`config.mk`:
```
export PLATFORM = sky130hd
export DESIGN_NAME = tx_serializer_10b
export DESIGN_NICKNAME = d
export VERILOG_FILES = /design/src/rtl/tx_serdes_pkg.sv /design/src/rtl/tx_sym_fifo.sv /design/src/rtl/tx_serializer_10b.sv
export SDC_FILE = /design/constraint.sdc
export NUM_CORES = 1
export LEC_CHECK = 0
export ABC_AREA = 1
export BUFFER_PORTS_ARGS = -buffer_cell sky130_fd_sc_hd__buf_2
export CAP_MARGIN = 0
export CORE_MARGIN = 2
export CORE_UTILIZATION = 55
export DETAILED_ROUTE_END_ITERATION = 8
export PLACE_DENSITY = 0.7
export RECOVER_POWER = 25
export SLEW_MARGIN = 20
export SYNTH_ARGS = -nofsm -noshare
export SYNTH_HDL_FRONTEND = slang
export SYNTH_SLANG_ARGS = --single-unit
```
`constraint.sdc`:
```
create_clock -name clk -period 4.3 [get_ports clk]
set_input_delay 0.645 -clock clk [delete_from_list [all_inputs] [get_ports clk]]
set_output_delay 0.645 -clock clk [all_outputs]
set_load 0.03 [all_outputs]
```
`src/rtl/tx_serdes_pkg.sv`:
```
// Shared types and constants for the 10-bit TX serializer path.
// K28.5 comma constants, FSM state type and the symbol ones counter.
package tx_serdes_pkg;

   localparam int SYM_W = 10;
   localparam int CNT_W = 4;

   localparam logic [SYM_W-1:0] K28_5_RDN = 10'b0011111010;
   localparam logic [SYM_W-1:0] K28_5_RDP = 10'b1100000101;

   typedef enum logic [1:0] {
      OFF   = 2'd0,
      LOAD  = 2'd1,
      SHIFT = 2'd2
   } tx_state_e;

   function automatic logic [3:0] ones_cnt10(
      input logic [9:0] s
   );
      logic [3:0] c;
      c = 4'd0;
      for (int i = 0; i < 10; i++) begin
         c = c + {3'b000, s[i]};
      end
      return c;
   endfunction

endpackage

```
`src/rtl/tx_sym_fifo.sv`:
```
// Small symbol buffer between the encoder and the serializer.
// Power-of-two depth; pushes ignored when full, pops when empty.
module tx_sym_fifo #(
   parameter int DEPTH = 2,
   parameter int WIDTH = tx_serdes_pkg::SYM_W
) (
   input  logic             clk,
   input  logic             rst_n,
   input  logic             push_i,
   input  logic [WIDTH-1:0] wdata_i,
   input  logic             pop_i,
   output logic [WIDTH-1:0] rdata_o,
   output logic             full_o,
   output logic             empty_o
);

   localparam int AW = $clog2(DEPTH);

   logic [WIDTH-1:0] mem_q [DEPTH];
   logic [AW-1:0]    wr_ptr_q;
   logic [AW-1:0]    rd_ptr_q;
   logic [AW:0]      count_q;
   logic [AW:0]      count_d;
   logic             push_w;
   logic             pop_w;

   assign full_o  = (count_q == (AW+1)'(DEPTH));
   assign empty_o = (count_q == '0);
   assign push_w  = push_i && !full_o;
   assign pop_w   = pop_i && !empty_o;
   assign rdata_o = mem_q[rd_ptr_q];

   // Occupancy: a push and pop together leave the count unchanged.
   always_comb begin
      count_d = count_q;
      unique case ({push_w, pop_w})
         2'b10:   count_d = count_q + 1'b1;
         2'b01:   count_d = count_q - 1'b1;
         default: count_d = count_q;
      endcase
   end

   // Pointers and count; reset flushes the buffer.
   always_ff @(posedge clk or negedge rst_n) begin
      if (!rst_n) begin
         wr_ptr_q <= '0;
         rd_ptr_q <= '0;
         count_q  <= '0;
      end else begin
         count_q <= count_d;
         if (push_w) wr_ptr_q <= wr_ptr_q + 1'b1;
         if (pop_w)  rd_ptr_q <= rd_ptr_q + 1'b1;
      end
   end

   // Storage array, written at the tail.
   always_ff @(posedge clk or negedge rst_n) begin
      if (!rst_n) begin
         for (int i = 0; i < DEPTH; i++) begin
            mem_q[i] <= '0;
         end
      end else if (push_w) begin
         mem_q[wr_ptr_q] <= wdata_i;
      end
   end

endmodule

```
`src/rtl/tx_serializer_10b.sv`:
```
// 10b symbol serializer with running disparity and K28.5 idle fill.
// Optional sticky disparity checker: define TX_DISP_CHECK_EN.
module tx_serializer_10b #(
   parameter int               SYM_W     = 10,
   parameter int               BUF_DEPTH = 2,
   parameter logic [SYM_W-1:0] IDLE_RDN  = 10'b0011111010,
   parameter logic [SYM_W-1:0] IDLE_RDP  = 10'b1100000101
) (
   input  logic             clk,
   input  logic             rst_n,
   input  logic             tx_en,
   input  logic             sym_valid,
   input  logic [SYM_W-1:0] sym_in,
   output logic             sym_ready,
   output logic             disp_out,
   output logic             serial_out,
   output logic             sym_start,
   output logic             idle_active
`ifdef TX_DISP_CHECK_EN
   ,
   output logic             disp_err
`endif
);

   import tx_serdes_pkg::*;

   tx_state_e        state_q;
   logic [SYM_W-1:0] shreg_q;
   logic [CNT_W-1:0] bit_cnt_q;
   logic [CNT_W-1:0] nxt_idx;
   logic             disp_q;
   logic             serial_q;
   logic             start_q;
   logic             idle_q;

   logic             fifo_full;
   logic             fifo_empty;
   logic [SYM_W-1:0] fifo_rdata;

   logic             load_w;
   logic             shift_w;
   logic             off_w;
   logic             stop_w;
   logic             pop_w;
   logic [SYM_W-1:0] ld_sym_d;
   logic             ld_idle_d;
   logic [3:0]       ld_ones;
   logic             disp_d;

   assign sym_ready   = !fifo_full;
   assign disp_out    = disp_q;
   assign serial_out  = serial_q;
   assign sym_start   = start_q;
   assign idle_active = idle_q;

   tx_sym_fifo #(
      .DEPTH (BUF_DEPTH),
      .WIDTH (SYM_W)
   ) u_fifo (
      .clk     (clk),
      .rst_n   (rst_n),
      .push_i  (sym_valid),
      .wdata_i (sym_in),
      .pop_i   (pop_w),
      .rdata_o (fifo_rdata),
      .full_o  (fifo_full),
      .empty_o (fifo_empty)
   );

   // Load from OFF via LOAD, or back-to-back at the last bit.
   always_comb begin
      off_w   = (state_q == OFF);
      shift_w = (state_q == SHIFT) && (bit_cnt_q != '0);
      load_w  = (state_q == LOAD) ||
                ((state_q == SHIFT) && (bit_cnt_q == '0) && tx_en);
      stop_w  = (state_q == SHIFT) && (bit_cnt_q == '0) && !tx_en;
      pop_w   = load_w && !fifo_empty;
      nxt_idx = bit_cnt_q - 1'b1;
   end

   // Pick data or RD-matched comma, and the RD it leaves behind.
   always_comb begin
      ld_idle_d = fifo_empty;
      ld_sym_d  = fifo_rdata;
      if (fifo_empty) ld_sym_d = disp_q ? IDLE_RDP : IDLE_RDN;
      ld_ones = ones_cnt10(ld_sym_d);
      disp_d  = disp_q;
      if (ld_ones > 4'd5)      disp_d = 1'b1;
      else if (ld_ones < 4'd5) disp_d = 1'b0;
   end

   // Serializer FSM with registered line outputs.
   always_ff @(posedge clk or negedge rst_n) begin
      if (!rst_n) begin
         state_q   <= OFF;
         shreg_q   <= '0;
         bit_cnt_q <= '0;
         disp_q    <= 1'b0;
         serial_q  <= 1'b0;
         start_q   <= 1'b0;
         idle_q    <= 1'b0;
      end else begin
         unique case (1'b1)
            load_w: begin
               state_q   <= SHIFT;
               shreg_q   <= ld_sym_d;
               bit_cnt_q <= CNT_W'(SYM_W - 1);
               serial_q  <= ld_sym_d[SYM_W-1];
               start_q   <= 1'b1;
               idle_q    <= ld_idle_d;
               disp_q    <= disp_d;
            end
            shift_w: begin
               bit_cnt_q <= nxt_idx;
               serial_q  <= shreg_q[nxt_idx];
               start_q   <= 1'b0;
            end
            off_w: begin
               serial_q <= 1'b0;
               start_q  <= 1'b0;
               if (tx_en) state_q <= LOAD;
            end
            stop_w: begin
               state_q  <= OFF;
               serial_q <= 1'b0;
               start_q  <= 1'b0;
               idle_q   <= 1'b0;
            end
            default: begin
               state_q  <= OFF;
               serial_q <= 1'b0;
               start_q  <= 1'b0;
            end
         endcase
      end
   end

`ifdef TX_DISP_CHECK_EN
   logic err_d;
   logic err_q;

   assign disp_err = err_q;

   // Flag data symbols that break 8b/10b disparity rules.
   always_comb begin
      err_d = 1'b0;
      if (load_w && !ld_idle_d) begin
         err_d = (ld_ones < 4'd4) || (ld_ones > 4'd6) ||
                 ((ld_ones == 4'd6) && disp_q) ||
                 ((ld_ones == 4'd4) && !disp_q);
      end
   end

   // Sticky error flag, cleared only by reset.
   always_ff @(posedge clk or negedge rst_n) begin
      if (!rst_n) err_q <= 1'b0;
      else if (err_d) err_q <= 1'b1;
   end
`endif

endmodule

```
# Word level (Yosys, flattened, before mapping)

Cells that the tools add are included.

Register bits: 44
Bits in latches: 0
Memory bits (writable): 0
Memory bits (read-only): 0
Input port bits: 14
Logic and storage cells: 82
Memories: 0

$add $sub $neg: 14
Multipliers: 0
Div/mod/pow operators: 0
Order comparisons: 6
Equal/unequal tests: 6
Shifts and indexed selects: 0
Multiplexer cells: 19
Bitwise logic cells: 3
Reduce and logical (&&, ||, !) cells: 22

Operators by type and width:

| operator                                                                     | count |
|---|---|
| 10-bit two-way mux                                                           | 6 |
| 4-bit by 1-bit adder with 4-bit output                                       | 6 |
| 20-bit bitwise mux                                                           | 1 |
| 10-bit demux with 1-bit select                                               | 1 |
| 1-bit logical AND                                                            | 8 |
| 4-bit case mux with 2 select lines                                           | 1 |
| 2-bit nonzero test                                                           | 4 |
| 2-bit equality test, second input constant                                   | 3 |
| 2-bit case mux with 3 select lines                                           | 1 |
| 4-bit by 5-bit less-than comparator with 1-bit output, second input constant | 1 |
| 3-bit by 1-bit adder with 4-bit output                                       | 1 |
| 1-bit binary-select mux with 4-bit select                                    | 1 |
| 2-bit by 1-bit equality test with 1-bit output, second input constant        | 2 |
| 2-bit greater-or-equal comparator, second input constant                     | 2 |
| 4-bit by 3-bit > comparator with 1-bit output, second input constant         | 1 |
| 2-bit zero test                                                              | 2 |
| 4-bit zero test                                                              | 1 |
| 4-bit by 3-bit less-than comparator with 1-bit output, second input constant | 1 |
| 1-bit two-way mux                                                            | 4 |
| 1-bit NOT with 2-bit output                                                  | 2 |
| 1-bit case mux with 2 select lines                                           | 2 |
| 2-bit case mux with 2 select lines                                           | 1 |
| 2-bit AND reduction                                                          | 2 |
| 4-bit nonzero test                                                           | 1 |
| other kinds (12)                                                             | 15 |

# Logic depth before layout (Yosys ltp)

Word-level depth: 17
Mapped depth: 19

# Cells and area by module

From an unflattened synthesis, not the netlist that was laid out.

Cell total of the unflattened synthesis: 319
Area total of the unflattened synthesis: 2484.9 sq um

Modules (own cells, without submodules):

| module            | times used | cells an instance | area an instance (sq um) |
|---|---|---|---|
| tx_serializer_10b | 1          | 168               | 1296.2 |
| tx_sym_fifo       | 1          | 151               | 1188.6 |

# Worst setup path after synthesis

No wires, ideal clock.

Path kind: flip-flop to flip-flop
From: reg u_fifo.count_q[0]
To: reg disp_q, in the netlist disp_out
Library setup time: 0.118 ns
Arrival: 3.475 ns
Required time: 4.182 ns
Path slack: 0.707 ns
Stages on the path, launching flop included: 19
Path buffers: 1
Cells stage by stage: dfrtp_1 -> nor2_1 -> inv_2 -> buf_2 -> a31oi_1 -> inv_1 -> fa_1 -> inv_1 -> fa_1 -> fa_1 -> inv_1 -> ha_1 -> inv_1 -> fa_1 -> inv_1 -> nor2_1 -> o21ai_0 -> nand3_1 -> nand2_1

Elaborated cells between the ends (all ways): 16

RTL lines:

| item                                                                                                                          | RTL line                                         | text |
|---|---|---|
| start: declaration                                                                                                            | tx_sym_fifo.sv:22                                | `logic [AW:0] count_q;` |
| start signal: assignment                                                                                                      | tx_sym_fifo.sv:50                                | `count_q <= count_d;` |
| 2-bit zero test *                                                                                                             | tx_sym_fifo.sv:28                                | `assign empty_o = (count_q == '0);` |
| 10-bit two-way mux *                                                                                                          | tx_serializer_10b.sv:85                          | `if (fifo_empty) ld_sym_d = disp_q ? IDLE_RDP : IDLE_RDN;` |
| via ld_sym_d[5]                                                                                                               | tx_serializer_10b.sv:45                          | `logic [SYM_W-1:0] ld_sym_d;` |
| 4-bit by 1-bit adder with 4-bit output * (5 in a row)                                                                         | tx_serdes_pkg.sv:23                              | `c = c + {3'b000, s[i]};` |
| 4-bit by 3-bit > comparator with 1-bit output / 4-bit by 3-bit less-than comparator with 1-bit output (equally long branches) | tx_serializer_10b.sv:88, tx_serializer_10b.sv:89 |  |
| 2-bit nonzero test (no line)                                                                                                  | n/a                                              |  |
| 2-bit AND reduction (no line)                                                                                                 | n/a                                              |  |
| end signal: assignment                                                                                                        | tx_serializer_10b.sv:111                         | `disp_q <= disp_d;` |
| end: declaration                                                                                                              | tx_serializer_10b.sv:31                          | `logic disp_q;` |

Mark *: on every way through the listed nets, which the timed path passes. The rest lies on a longest branch.
A chain may end at the register's enable or synchronous reset.

# Worst setup path in the final report

From: reg u_fifo.count_q[0]
To: reg disp_q, in the netlist disp_out

Longest elaborated chain between the ends: 14
Elaborated cells between the ends (all ways): 16

RTL lines:

| item                                                                                                                          | RTL line |
|---|---|
| 2-bit zero test *                                                                                                             | tx_sym_fifo.sv:28 |
| 10-bit two-way mux *                                                                                                          | tx_serializer_10b.sv:85 |
| 1-bit by 1-bit adder with 2-bit output                                                                                        | tx_serdes_pkg.sv:23 |
| 2-bit by 1-bit adder with 3-bit output                                                                                        | tx_serdes_pkg.sv:23 |
| 3-bit by 1-bit adder with 4-bit output                                                                                        | tx_serdes_pkg.sv:23 |
| 4-bit by 1-bit adder with 4-bit output (5 in a row)                                                                           | tx_serdes_pkg.sv:23 |
| 4-bit by 1-bit adder with 4-bit output *                                                                                      | tx_serdes_pkg.sv:23 |
| 4-bit by 3-bit > comparator with 1-bit output / 4-bit by 3-bit less-than comparator with 1-bit output (equally long branches) | tx_serializer_10b.sv:88, tx_serializer_10b.sv:89 |
| 2-bit nonzero test (no line)                                                                                                  | n/a |
| 2-bit AND reduction (no line)                                                                                                 | n/a |

Every way passes the cells marked *; elsewhere a longest branch is shown, timed or not.

==> parameters.txt <==
Parameter                              Value

Outcome
  Outcome ... finished with violations
  Violated checks ... capacitance limit, slew limit

Run
  Number of max-capacitance violations reported ... 1

Setup path
  Path type of the worst setup path ... register to register
  Ordered cell list for the critical path ... nor2_1 -> inv_2 -> nor2_1 -> a21oi_1 -> fa_1 -> fa_1 -> fa_1 -> inv_1 -> ha_1 -> inv_1 -> fa_1 -> inv_1 -> nor2_1 -> o21ai_0 -> nand3_1 -> nand2_1
  Startpoint types ... register
  Crit path arrival time ... 4.06 ns
  Levels on crit path ... 16
  Library cell appearing most often on the critical path ... sky130_fd_sc_hd__fa_1
  Crit Reg-Reg Startpoint ... u_fifo.count_q[0]$_DFFE_PN0P_
  Category of the worst setup path capture point ... register
  Critical path's slowest cell ... sky130_fd_sc_hd__fa_1
  Cell class contributing the biggest share of worst-path delay ... adder cells
  Worst stage delay on the critical path ... 0.53 ns
  Critical path required time ... 4.49 ns
  Buffers plus inverters on the worst setup path ... 4
  Maximum fanout along the worst path ... 13
  Worst r2r path cells ... 16
  Crit path launch ... u_fifo.count_q[0]$_DFFE_PN0P_

Clock network
  Count of buffers added by post-CTS timing repair for setup ... 0
  Gates resized, CTS repair ... 0
  Clock input transition at the sequential cells of the worst setup and hold paths ... 0.08 ns
  Root Driver ... sky130_fd_sc_hd__clkbuf_8
  Number of buffers added to fix hold violations after cts ... 0
  Skew-Pair Late Insertion Delay ... 0.30 ns
  Clock buffer count from CTS ... 5
  CTS tree ... yes
  Total clock sinks ... 44
  H-tree level count ... 2
  Number of buffers on the longest clock path ... 2

Route
  Residual DRC count ... 0
  Average detailed-routed wire length per instance ... 11.97 µm
  Antenna violation net count after detailed routing ... 0
  TritonRoute pass-1 iters ... 4
  Vias per Instance ... 5.031
  Sum of routed wire length over all layers ... 4.249 mm
  Total via count after detailed routing ... 1786
  1st-iter DRT viols ... 67

Floorplan
  Core Area ... 4086 µm²
  Count of pins on the block boundary ... 19
  Area of the die ... 4896 µm²
  # rows ... 23
  Chip Width ... 69.97 µm
  Starting Density ... 0.5857
  Die Height ... 69.97 µm

Global route
  First-pass GRT wire length ... 7.831 mm
  Remaining Overflow, GRT ... 0
  Vias in the first global route ... 1806
  Initial antenna violation count ... 0
  Largest net degree at the start of global routing ... 45
  All-Layer GR Usage ... 0.1978

STA
  Final worst path period need ... 3.870 ns
  Max transition margin ... -0.5000
  Total Negative Setup Slacks ... 0 ns
  Worst Max-Slew Pin Slew ... 2.250 ns
  RSZ-0062 raised after global routing ... no
  Final count of negative-setup-slack endpoints ... 0
  Tightest hold margin ... 0.4382 ns
  Final hold violation count ... 0
  Final slew viol count ... 45
  Share of the clock period used by the worst path ... 0.9001
  Worst Clk Skew ... 0.004024 ns
  Maximum clock frequency ... 0.2584 GHz

Yosys
  Dominant synthesized flop cell ... sky130_fd_sc_hd__dfrtp_1
  Mapped Nets ... 311
  Sequential-to-total area share from yosys stat ... 0.4600
  Number of cells produced by synthesis ... 287
  Unique masters post-synth ... 31
  Synthesized area per cell ... 8.340 µm²
  Count of flip-flops with a built-in enable after synthesis ... 0
  Share of flip-flops with an asynchronous set or reset ... 1.000
  Synth warn ... 0
  Synthesized area ... 2394 µm²
  Yosys reg bits ... 44

Placed design
  Dpl hpwl ... 3.181 mm
  Placed inst area ... 2472 µm²
  Final weighted congestion in routability-driven placement ... 0.8619
  Buffers added on ports ... 18

Cells and area
  Share of post-route cells with drive strength above 1 ... 0.1410
  Most common cell after layout, fill and taps aside ... sky130_fd_sc_hd__nand2_1
  Antenna diodes ... 0
  Post-layout net count ... 328
  Area growth from synthesis to layout ... 5.802%
  Most used cells in the layout excluding fill and tap cells ... 90 x sky130_fd_sc_hd__nand2_1, 44 x sky130_fd_sc_hd__dfrtp_1, 43 x sky130_fd_sc_hd__inv_1
  Fin area ... 2532 µm²

Worst hold path
  Worst min-delay path category ... register to register
  Instance count along the most critical hold path ... 1
  Startpoint of the lowest-slack hold path ... state_q[0]$_DFFE_PN0P_
## cell type report
type                       count  area (µm²)
clock buffer                   7       86.33
clock inverter                 1       7.507
fill                         385        1554
inverter                      47       178.9
multi-input combinational    188        1008
sequential                    44        1101
tap                           50       62.56
timing repair buffer          18       87.58
## worst reg2reg max path, cell delays in order, from the launching register on
cell	delay (ns)
sky130_fd_sc_hd__dfrtp_1	0.43
sky130_fd_sc_hd__nor2_1	0.19
sky130_fd_sc_hd__inv_2	0.13
sky130_fd_sc_hd__nor2_1	0.31
sky130_fd_sc_hd__a21oi_1	0.15
sky130_fd_sc_hd__fa_1	0.52
sky130_fd_sc_hd__fa_1	0.54
sky130_fd_sc_hd__fa_1	0.40
sky130_fd_sc_hd__inv_1	0.06
sky130_fd_sc_hd__ha_1	0.15
sky130_fd_sc_hd__inv_1	0.05
sky130_fd_sc_hd__fa_1	0.50
sky130_fd_sc_hd__inv_1	0.04
sky130_fd_sc_hd__nor2_1	0.07
sky130_fd_sc_hd__o21ai_0	0.08
sky130_fd_sc_hd__nand3_1	0.10
sky130_fd_sc_hd__nand2_1	0.05
## flip-flops by register name (all words and copies together), names as in the netlist, 2 cells and up
register and count:
state_q 2, u_fifo.count_q 2, shreg_q 10, bit_cnt_q 4
u_fifo.mem_q 20
## worst paths after layout
| check | end | slack (ns) |
|---|---|---|
| worst max-delay path | disp_out$_DFFE_PN0P_ | 0.43 |
| worst min-delay path | state_q[0]$_DFFE_PN0P_ | 0.44 |
| worst max register to register | disp_out$_DFFE_PN0P_ | 0.43 |
| worst min register to register | state_q[0]$_DFFE_PN0P_ | 0.44 |
| max in group asynchronous | u_fifo.mem_q[2]$_DFFE_PN0P_ | 2.01 |
| min in group asynchronous | state_q[1]$_DFFE_PN0P_ | 1.00 |
## synth_stat cells, types with 3 or more instances
cell type / number / area [µm²]
sky130_fd_sc_hd__nand2_1: 89 / 334.1
sky130_fd_sc_hd__dfrtp_1: 44 / 1101
sky130_fd_sc_hd__inv_1: 43 / 161.4
sky130_fd_sc_hd__o21ai_0: 31 / 155.2
sky130_fd_sc_hd__nand3_1: 12 / 60.06
sky130_fd_sc_hd__o21ai_2: 10 / 87.58
sky130_fd_sc_hd__a21oi_1: 8 / 40.04
sky130_fd_sc_hd__nor2_1: 8 / 30.03
sky130_fd_sc_hd__fa_1: 6 / 120.1
sky130_fd_sc_hd__ha_1: 4 / 50.05
sky130_fd_sc_hd__a31oi_1: 3 / 18.77
sky130_fd_sc_hd__buf_2: 3 / 15.01
sky130_fd_sc_hd__inv_2: 3 / 11.26
sky130_fd_sc_hd__nand2_2: 3 / 18.77
## through the flow
stage,utilization,setup slack [ns],cells
after floorplan,-,0.7069,287
final,0.6197,0.4296,355
after global routing,0.6197,0.2186,355
after global placement,0.6050,0.4727,347
after CTS,0.6280,0.4046,355
after detailed placement,0.6050,0.4219,347
## cell families after synthesis
| group | count (synthesis) | synth area share |
|---|---|---|
| AO/OA/AOI/OAI | 54 | 0.1302 |
| XOR/XNOR | 3 | 0.01098 |
| adder cells (fa/ha/maj) | 10 | 0.07110 |
| buffers and inverters | 55 | 0.1056 |
| flip-flops | 44 | 0.4600 |
| AND/OR/NAND/NOR | 121 | 0.2222 |
## routing by layer
metal / wire length, µm / up-vias / track usage
li1: - / 931 / -
met1: 2040 / 817 / 0.2521
met2: 1988 / 30 / 0.3323
met3: 151 / 8 / 0.04906
met4: 70 / 0 / 0.06197
met5: 0 / - / 0
Power is left out: the tool's default activity adds up to more than one toggle a clock period on the data nets, which glitch-free logic cannot reach.
